File: src/rtl/xbee_rx_frame_if.sv
// Byte-stream side of the XBee API-mode-1 receiver: serial input plus parsed frame outputs.
interface xbee_rx_frame_if;
   logic       RxIn;
   logic [7:0] Dout;
   logic       DValid;
   logic [7:0] FrameLen;
   logic       FrameDone;
   logic       FrameErr;
   logic       BusyFlag;

   modport master (
      output RxIn,
      input  Dout, DValid, FrameLen, FrameDone, FrameErr, BusyFlag
   );

   modport slave (
      input  RxIn,
      output Dout, DValid, FrameLen, FrameDone, FrameErr, BusyFlag
   );
endinterface

File: src/rtl/xbee_rx_frame.sv
// 8N1 UART receiver feeding an XBee API-mode-1 frame parser (delimiter, length, data, checksum).
module xbee_rx_frame #(
   parameter int unsigned CLKS_PER_BIT = 5208,
   parameter int unsigned MAX_LEN      = 64
) (
   input logic            Clk,
   input logic            Reset,
   xbee_rx_frame_if.slave rx_if
);
   localparam int unsigned CntW = $clog2(CLKS_PER_BIT);
   localparam logic [CntW-1:0] BitLast  = CntW'(CLKS_PER_BIT - 1);
   localparam logic [CntW-1:0] HalfLast = CntW'(CLKS_PER_BIT / 2 - 1);

   typedef enum logic [1:0] {UIdle, UStart, UData, UStop} u_state_e;
   typedef enum logic [2:0] {PIdle, PLenH, PLenL, PData, PCsum} p_state_e;

   logic            sync1_q, rx_s;
   u_state_e        u_state_q, u_state_d;
   logic [CntW-1:0] clk_cnt_q, clk_cnt_d;
   logic [2:0]      bit_cnt_q, bit_cnt_d;
   logic [7:0]      shift_q, shift_d;
   logic            byte_rdy, frame_err_u;

   p_state_e        p_state_q, p_state_d;
   logic [7:0]      cnt_q, cnt_d, acc_q, acc_d, dout_q, dout_d, len_q, len_d;
   logic            dvalid_q, dvalid_d, done_q, done_d, err_q, err_d;
   logic [7:0]      csum;

   always_ff @(posedge Clk or posedge Reset) begin
      if (Reset) begin
         sync1_q   <= 1'b1;
         rx_s      <= 1'b1;
         u_state_q <= UIdle;
         clk_cnt_q <= '0;
         bit_cnt_q <= '0;
         shift_q   <= '0;
         p_state_q <= PIdle;
         cnt_q     <= '0;
         acc_q     <= '0;
         dout_q    <= '0;
         len_q     <= '0;
         dvalid_q  <= 1'b0;
         done_q    <= 1'b0;
         err_q     <= 1'b0;
      end else begin
         sync1_q   <= rx_if.RxIn;
         rx_s      <= sync1_q;
         u_state_q <= u_state_d;
         clk_cnt_q <= clk_cnt_d;
         bit_cnt_q <= bit_cnt_d;
         shift_q   <= shift_d;
         p_state_q <= p_state_d;
         cnt_q     <= cnt_d;
         acc_q     <= acc_d;
         dout_q    <= dout_d;
         len_q     <= len_d;
         dvalid_q  <= dvalid_d;
         done_q    <= done_d;
         err_q     <= err_d;
      end
   end

   // UART: byte_rdy / frame_err_u are combinational in the stop-bit sample cycle.
   always_comb begin
      u_state_d   = u_state_q;
      clk_cnt_d   = clk_cnt_q;
      bit_cnt_d   = bit_cnt_q;
      shift_d     = shift_q;
      byte_rdy    = 1'b0;
      frame_err_u = 1'b0;
      unique case (u_state_q)
         UIdle: begin
            if (!rx_s) begin
               u_state_d = UStart;
               clk_cnt_d = '0;
            end
         end
         UStart: begin
            if (clk_cnt_q == HalfLast) begin
               clk_cnt_d = '0;
               bit_cnt_d = '0;
               u_state_d = rx_s ? UIdle : UData;
            end else begin
               clk_cnt_d = clk_cnt_q + CntW'(1);
            end
         end
         UData: begin
            if (clk_cnt_q == BitLast) begin
               clk_cnt_d = '0;
               shift_d   = {rx_s, shift_q[7:1]};
               bit_cnt_d = bit_cnt_q + 3'd1;
               if (bit_cnt_q == 3'd7) u_state_d = UStop;
            end else begin
               clk_cnt_d = clk_cnt_q + CntW'(1);
            end
         end
         UStop: begin
            if (clk_cnt_q == BitLast) begin
               clk_cnt_d   = '0;
               u_state_d   = UIdle;
               byte_rdy    = rx_s;
               frame_err_u = !rx_s;
            end else begin
               clk_cnt_d = clk_cnt_q + CntW'(1);
            end
         end
         default: u_state_d = UIdle;
      endcase
   end

   assign csum = acc_q + shift_q;

   always_comb begin
      p_state_d = p_state_q;
      cnt_d     = cnt_q;
      acc_d     = acc_q;
      dout_d    = dout_q;
      len_d     = len_q;
      dvalid_d  = 1'b0;
      done_d    = 1'b0;
      err_d     = 1'b0;
      if (frame_err_u && p_state_q != PIdle) begin
         err_d     = 1'b1;
         p_state_d = PIdle;
      end else if (byte_rdy) begin
         unique case (p_state_q)
            PIdle: if (shift_q == 8'h7E) p_state_d = PLenH;
            PLenH: begin
               if (shift_q == 8'h00) begin
                  p_state_d = PLenL;
               end else begin
                  err_d     = 1'b1;
                  p_state_d = PIdle;
               end
            end
            PLenL: begin
               len_d = shift_q;
               if (shift_q == 8'h00 || 32'(shift_q) > MAX_LEN) begin
                  err_d     = 1'b1;
                  p_state_d = PIdle;
               end else begin
                  cnt_d     = shift_q;
                  acc_d     = '0;
                  p_state_d = PData;
               end
            end
            PData: begin
               dout_d   = shift_q;
               dvalid_d = 1'b1;
               acc_d    = csum;
               cnt_d    = cnt_q - 8'd1;
               if (cnt_q == 8'd1) p_state_d = PCsum;
            end
            PCsum: begin
               done_d    = (csum == 8'hFF);
               err_d     = (csum != 8'hFF);
               p_state_d = PIdle;
            end
            default: p_state_d = PIdle;
         endcase
      end
   end

   assign rx_if.Dout      = dout_q;
   assign rx_if.DValid    = dvalid_q;
   assign rx_if.FrameLen  = len_q;
   assign rx_if.FrameDone = done_q;
   assign rx_if.FrameErr  = err_q;
   assign rx_if.BusyFlag  = (p_state_q != PIdle);
endmodule

File: src/flat_wrapper.sv
// flat-port wrapper written by rule: the top's interface ports become plain ports
module xbee_rx_frame_flat 
#(
   parameter int unsigned CLKS_PER_BIT = 5208,
   parameter int unsigned MAX_LEN      = 64
)
  (Clk, Reset, rx_if_RxIn, rx_if_Dout, rx_if_DValid, rx_if_FrameLen, rx_if_FrameDone, rx_if_FrameErr, rx_if_BusyFlag);
  xbee_rx_frame_if rx_if_i ();
  input logic Clk;
  input logic Reset;
  input wire logic [$bits(rx_if_i.RxIn)-1:0] rx_if_RxIn;
  output wire logic [$bits(rx_if_i.Dout)-1:0] rx_if_Dout;
  output wire logic [$bits(rx_if_i.DValid)-1:0] rx_if_DValid;
  output wire logic [$bits(rx_if_i.FrameLen)-1:0] rx_if_FrameLen;
  output wire logic [$bits(rx_if_i.FrameDone)-1:0] rx_if_FrameDone;
  output wire logic [$bits(rx_if_i.FrameErr)-1:0] rx_if_FrameErr;
  output wire logic [$bits(rx_if_i.BusyFlag)-1:0] rx_if_BusyFlag;
  assign rx_if_i.RxIn = rx_if_RxIn;
  assign rx_if_Dout = rx_if_i.Dout;
  assign rx_if_DValid = rx_if_i.DValid;
  assign rx_if_FrameLen = rx_if_i.FrameLen;
  assign rx_if_FrameDone = rx_if_i.FrameDone;
  assign rx_if_FrameErr = rx_if_i.FrameErr;
  assign rx_if_BusyFlag = rx_if_i.BusyFlag;
  xbee_rx_frame #(.CLKS_PER_BIT(CLKS_PER_BIT), .MAX_LEN(MAX_LEN)) u_core (.Clk(Clk), .Reset(Reset), .rx_if(rx_if_i));
endmodule
File: config.mk
export PLATFORM = sky130hd
export DESIGN_NAME = xbee_rx_frame_flat
export DESIGN_NICKNAME = d
export VERILOG_FILES = /design/src/rtl/xbee_rx_frame_if.sv /design/src/rtl/xbee_rx_frame.sv /design/src/flat_wrapper.sv
export SDC_FILE = /design/constraint.sdc
export NUM_CORES = 1
export LEC_CHECK = 0
export ABC_AREA = 0
export ABC_CLOCK_PERIOD_IN_PS = 2910
export CAP_MARGIN = 5
export CORE_MARGIN = 8
export CORE_UTILIZATION = 45
export DETAILED_ROUTE_END_ITERATION = 6
export PLACE_DENSITY_LB_ADDON = 0.12
export SLEW_MARGIN = 20
export SYNTH_ARGS = -nofsm -noshare
export SYNTH_HDL_FRONTEND = slang
export SYNTH_SLANG_ARGS = --single-unit
export TNS_END_PERCENT = 20
File: constraint.sdc
create_clock -name Clk -period 2.91 [get_ports Clk]
set_input_delay 0.582 -clock Clk [delete_from_list [all_inputs] [get_ports Clk]]
set_output_delay 0.582 -clock Clk [all_outputs]
set_load 0.02 [all_outputs]
After elaboration in Yosys (flattened, before gate mapping)
Cells that the tools add are included.
Storage, ports and cells
  register bits after elaboration: 66
  logic and storage cells: 100
  output and inout port bits: 20
  input bits: 3
Operators by class
  equal/unequal tests: 22
  bitwise gates (word level): 1
  reduce and logical (&&, ||, !) cells: 18
  order comparisons: 1
  mux-type cells: 40
  add/subtract/negate cells: 4
Operators by type and width (count)
  13-bit 2-to-1 mux: 3
  13-bit one-hot mux with 3 select lines: 1
  8-bit one-hot mux with 2 select lines: 2
  3-bit 2-to-1 mux: 6
  2-bit 2-to-1 mux: 8
  8-bit 2-to-1 mux: 2
  1-bit 2-to-1 mux: 14
  13-bit by 1-bit adder with 13-bit output (second input constant): 1
  13-bit by 12-bit == test with 1-bit output (second input constant): 1
  13-bit == test (second input constant): 1
  3-bit one-hot mux with 4 select lines: 1
  3-bit AND reduction: 4
  8-bit adder: 1
  8-bit by 1-bit == test with 1-bit output (second input constant): 1
  8-bit by 7-bit == test with 1-bit output (second input constant): 1
  8-bit == test (second input constant): 1
  8-bit by 7-bit > comparator with 1-bit output (second input constant): 1
  8-bit zero test: 1
  2-bit by 1-bit != test with 1-bit output (second input constant): 4
  8-bit != test (second input constant): 1
  2-bit one-hot mux with 4 select lines: 1
  8-bit by 1-bit subtractor with 8-bit output (second input constant): 1
  3-bit by 2-bit == test with 1-bit output (second input constant): 2
  3-bit == test (second input constant): 2
  other kinds (20): 25

Longest topological paths before layout
  depth after elaboration: 6
  depth in mapped cells: 9
  gate-level depth less buffers: 9

Worst setup path before layout
No wires, ideal clock.
  kind: flip-flop to flip-flop
  start point: reg u_core.shift_q[0]
  end point: reg u_core.err_q, in the netlist u_core.rx_if.FrameErr
  data required time: 2.809 ns
  data arrival time: 2.177 ns
  buffers on the path: 0
  slack: 0.632 ns
  clock period less this slack: 2.278 ns
  setup time: 0.101 ns
  stages on the path, launching flop included: 10
  cells stage by stage: dfrtp_1 > ha_1 > fa_1 > a211oi_1 > o21bai_1 > a21oi_1 > xor2_1 > nor3_1 > o32a_1 > o32ai_1
Between the ends
  longest elaborated chain between the ends: 6
  elaborated cells on any way between the ends: 10
  those cells by class: add/sub: 1; order compare: 1; eq/ne: 1; mux: 5; reduce/logical: 2
Ends and longest elaborated chain
  from (decl): RTL line xbee_rx_frame.sv:21  | logic [7:0] shift_q, shift_d;
  from (signal assigned): RTL line xbee_rx_frame.sv:51  | shift_q <= shift_d;
  parallel branches: the longest is 3 deep, another holds 8-bit adder
  1-bit one-hot mux with 3 select lines *: RTL line xbee_rx_frame.sv:126  | unique case (p_state_q)
  1-bit 2-to-1 mux *: RTL line xbee_rx_frame.sv:125  | end else if (byte_rdy) begin
  1-bit 2-to-1 mux *: RTL line xbee_rx_frame.sv:122  | if (frame_err_u && p_state_q != PIdle) begin
  net u_core.err_d: RTL line xbee_rx_frame.sv:26  | logic dvalid_q, dvalid_d, done_q, done_d, err_q, err_d;
  to (signal assigned): RTL line xbee_rx_frame.sv:59  | err_q <= err_d;
  to (decl): RTL line xbee_rx_frame.sv:26
Mark *: on every way through the listed nets, which the timed path passes.
A chain may end at the register's enable or synchronous reset.

Final worst setup path
  start point: reg u_core.p_state_q[1]
  end point: out rx_if_BusyFlag
Between the ends
  longest elaborated chain between the ends: 1
Ends and longest elaborated chain
  from (decl): RTL line xbee_rx_frame.sv:24  | p_state_e p_state_q, p_state_d;
  from (signal assigned): RTL line xbee_rx_frame.sv:37  | p_state_q <= PIdle;
  from (signal assigned): RTL line xbee_rx_frame.sv:52  | p_state_q <= p_state_d;
  3-bit nonzero test: RTL line xbee_rx_frame.sv:169  | assign rx_if.BusyFlag = (p_state_q != PIdle);
  to (decl): RTL line flat_wrapper.sv:17  | output wire logic [$bits(rx_if_i.BusyFlag)-1:0] rx_if_BusyFlag;
No other way between the ends.

==> results.md <==
- Status: finished clean
- Final cell count without fillers: approximately 490
- RD Place Congestion: between 0.7 and 0.8
- Grt ovf: 0
- Setup repair after global routing missed its margin: false
- Synth Instances: 360
- Commonest cells in the netlist: dfrtp_1, nand2_1, nor2_1
- Avg Synthesized Cell Area: slightly below 10 um^2
- WHS Endpoint: u_core.rx_s$_DFF_PP1_
- Cts repair resizes: 0
- Core area: 7687 um^2
- Die Y: 104.9 um
- Post-synth top area share: 0.4505
- Final Critical Period: 2.550 ns
- Worst EP arrival: 1.97 ns
- Largest area contributor in the netlist: dfrtp_1
- Post-synthesis register bit count: 66
- Row count: 32
- Hold buffer count at cts: 0
- CP startpoint: u_core.p_state_q[1]$_DFFE_PP0P_
- First-pass GRT wire length: approximately 13000 um
- Initial DRC Count: between 100 and 150
- Synth Area in Adders: 0.06547
- Initial Util: 0.4624
- Area Growth Syn to Fin: 14.08%
- F_max: slightly below 0.4 GHz
- Xor/xnor share of the synthesized area: 0.04189
- Standby leakage power: 1.889 nW
- Vias in the first global route: between 2000 and 3000
- Number of detailed-route iterations in the first pass: 4
- Core Util, Final: 0.5275
- Slew Viols, Final: 0
- Clock Root Buffer: clkbuf_8
- Total CTS buffers: 9
- Setup TNS: 0 ns
- Synth top area cells: dfrtp_1, ha_1, nand2_1, mux2_2, nor2_1
- Post-synth EDFFs: 0
- CTS tree: done
- Max-Slew Margin vs Limit: 0.6117
- Max-Cap Viols: 0
- Worst Reg-to-Reg Cells: 9
- Post-Place Cells: about 470
- Bufs on Longest Clock Path: 2
- Htree depth: 3
- DRT Wirelength: 7664 um
- Ys Warns: 0
- VDD IR max: between 0.2 and 0.25 mV
- Worst EP required: around 2.3 ns
- Pre-CTS setup slack: 0.5323 ns
- CP max FO: 10
- Syn nets: 381
- Mapped Area: 3555 um^2
- Final worst-path cycle share: 0.8763
- Filler cells: ~710
- PortBufs: 22
- Die footprint: approximately 11000 um^2
- Simple logic cell fraction of the synthesized area: 0.2130
- Post-Route Skew: about 0.011 ns
- Hold Path Stages: 0
- WL/cell: about 16 um
- Post-synthesis mux area share: 0.05350
- Worst reg2reg setup slack: about 0.48 ns
- Post-synthesis sequential area ratio: 0.4653
- Total track usage: 0.1479
- DR vias/cell: roughly 5.5
- Largest net degree at the start of global routing: 42
- Layout cells sized above 1: 0.1370
- Crit. End Element: output port
- Final Power: 1.711 mW
- Drc violations: 0
- Nets: 403
- Slack of the critical path: roughly 0.36 ns
- Synth Area in Compound Gates: 0.1257
- Hold_sp: u_core.sync1_q$_DFF_PP1_
- Die X: between 100 and 150 um
- P per Cell Area: 421.9 nW/um^2
- Setup violations, final: 0
- Clock-pin slew on the worst setup and hold paths: ~0.07 ns
- Dpl hpwl: around 5200 um
- Slew @ Worst Pin: 0.5816 ns
- Synth Flop Type: dfrtp_1
- Main combinational cell family by area after synthesis: simple AND/OR/NAND/NOR gates
- Most frequent cell after synthesis: dfrtp_1
- Antenna violations before repair: 0
- IO Count: 23
- Setup bufs post-CTS: 0
- Antenna viol nets, final: 0
- Clk sinks: 66
- Worst R2R End: u_core.rx_if.FrameErr$_DFF_PP0_
- Worst r2r src: u_core.acc_q[0]$_DFFE_PP0P_
- Via count: approximately 2700
- Yosys cell types: between 50 and 60
- Worst skew pair latency: 0.35 ns
- Type of the worst min-delay path: reg2reg
- Crit Path Class: reg2out
- # diodes: 0
- CP startpoint kind: flop
- Fin. Hold Viols: 0
- Ys async rst share: 1.000
[placed cells by master, fill, tap and decap left out, drive strengths merged, types with 5 or more instances in the layout]
master	n
a21oi	17
a22o	7
buf	5
clkbuf	9
clkdlybuf4s50	22
dfrtp	64
ha	17
inv	9
mux2	16
nand2	51
nand3	12
nand4	7
nor2	36
nor3	6
nor4	6
o21ai	29
xnor2	5
xor2	12
[sequential cells by signal (all words and copies together) (netlist names), named ones only]
name	flops
u_core.clk_cnt_q	13
u_core.acc_q	8
u_core.cnt_q	8
u_core.rx_if.Dout	8
u_core.rx_if.FrameLen	8
u_core.shift_q	8
u_core.bit_cnt_q	3
u_core.p_state_q	3
u_core.rx_if.DValid	1
u_core.rx_if.FrameDone	1
u_core.rx_if.FrameErr	1
u_core.rx_s	1
u_core.sync1_q	1
u_core.u_state_q	1
[layer usage]
layer / wire [um] / up-vias / track usage / part of all wire
met4: 106 / 0 / 0.05505 / 0.014
met2: 3284 / 64 / 0.2131 / 0.43
met1: 3793 / 1280 / 0.2045 / 0.49
met5: 0 / - / 0 / 0
met3: 480 / 10 / 0.04361 / 0.063
li1: - / 1313 / - / -
[cell families after synthesis]
family | count (synthesis)
and+or+nand+nor | 147
adders and majority gates | 18
AOI/OAI and AO/OA | 70
xor gates and xnor gates | 17
DFF | 66
buffers and inverters | 25
muxes | 17
[through the flow]
step	instance area (um^2)	hold WS (ns)
floorplan	3555	0.3452
global placement	3861	0.3457
detailed placement	3861	0.3473
CTS	4055	0.3583
global route	4055	0.3602
finish	4055	0.3583
[critical path: stages (launching register included)]
cell and delay [ns]:
dfrtp_1 0.52, or3_1 0.52, clkdlybuf4s50_1 0.59
[power by group]
part / total (mW) / internal [mW] / switching, mW
Combinational: 0.0243 / 0.00587 / 0.0184
Clock: 0.766 / 0.392 / 0.374
Sequential: 0.921 / 0.919 / 0.00175
Total: 1.71 / 1.32 / 0.394
[how the worst max path moves through the flow]
stage	end	slack (ns)	cells past startpoint
after floorplan	u_core.rx_if.FrameErr$_DFF_PP0_	0.63	9
after global placement	u_core.rx_if.FrameErr$_DFF_PP0_	0.56	9
after detailed placement	u_core.rx_if.FrameErr$_DFF_PP0_	0.53	9
after CTS	rx_if_BusyFlag	0.36	2
after global routing	rx_if_BusyFlag	0.30	2
final	rx_if_BusyFlag	0.36	2
[cell type report]
class | instances | area, um^2 | area share
repair buffers | 27 | 270.3 | 0.06665
well taps | 102 | 127.6 | 0.03147
clock inverters | 7 | 70.07 | 0.01728
clock buffers | 9 | 123.9 | 0.03055
multi-input cells | 269 | 1775 | 0.4378
flip-flops and latches | 66 | 1654 | 0.4079
inverters | 9 | 33.78 | 0.008331
Power figures use the tool's default switching activity.
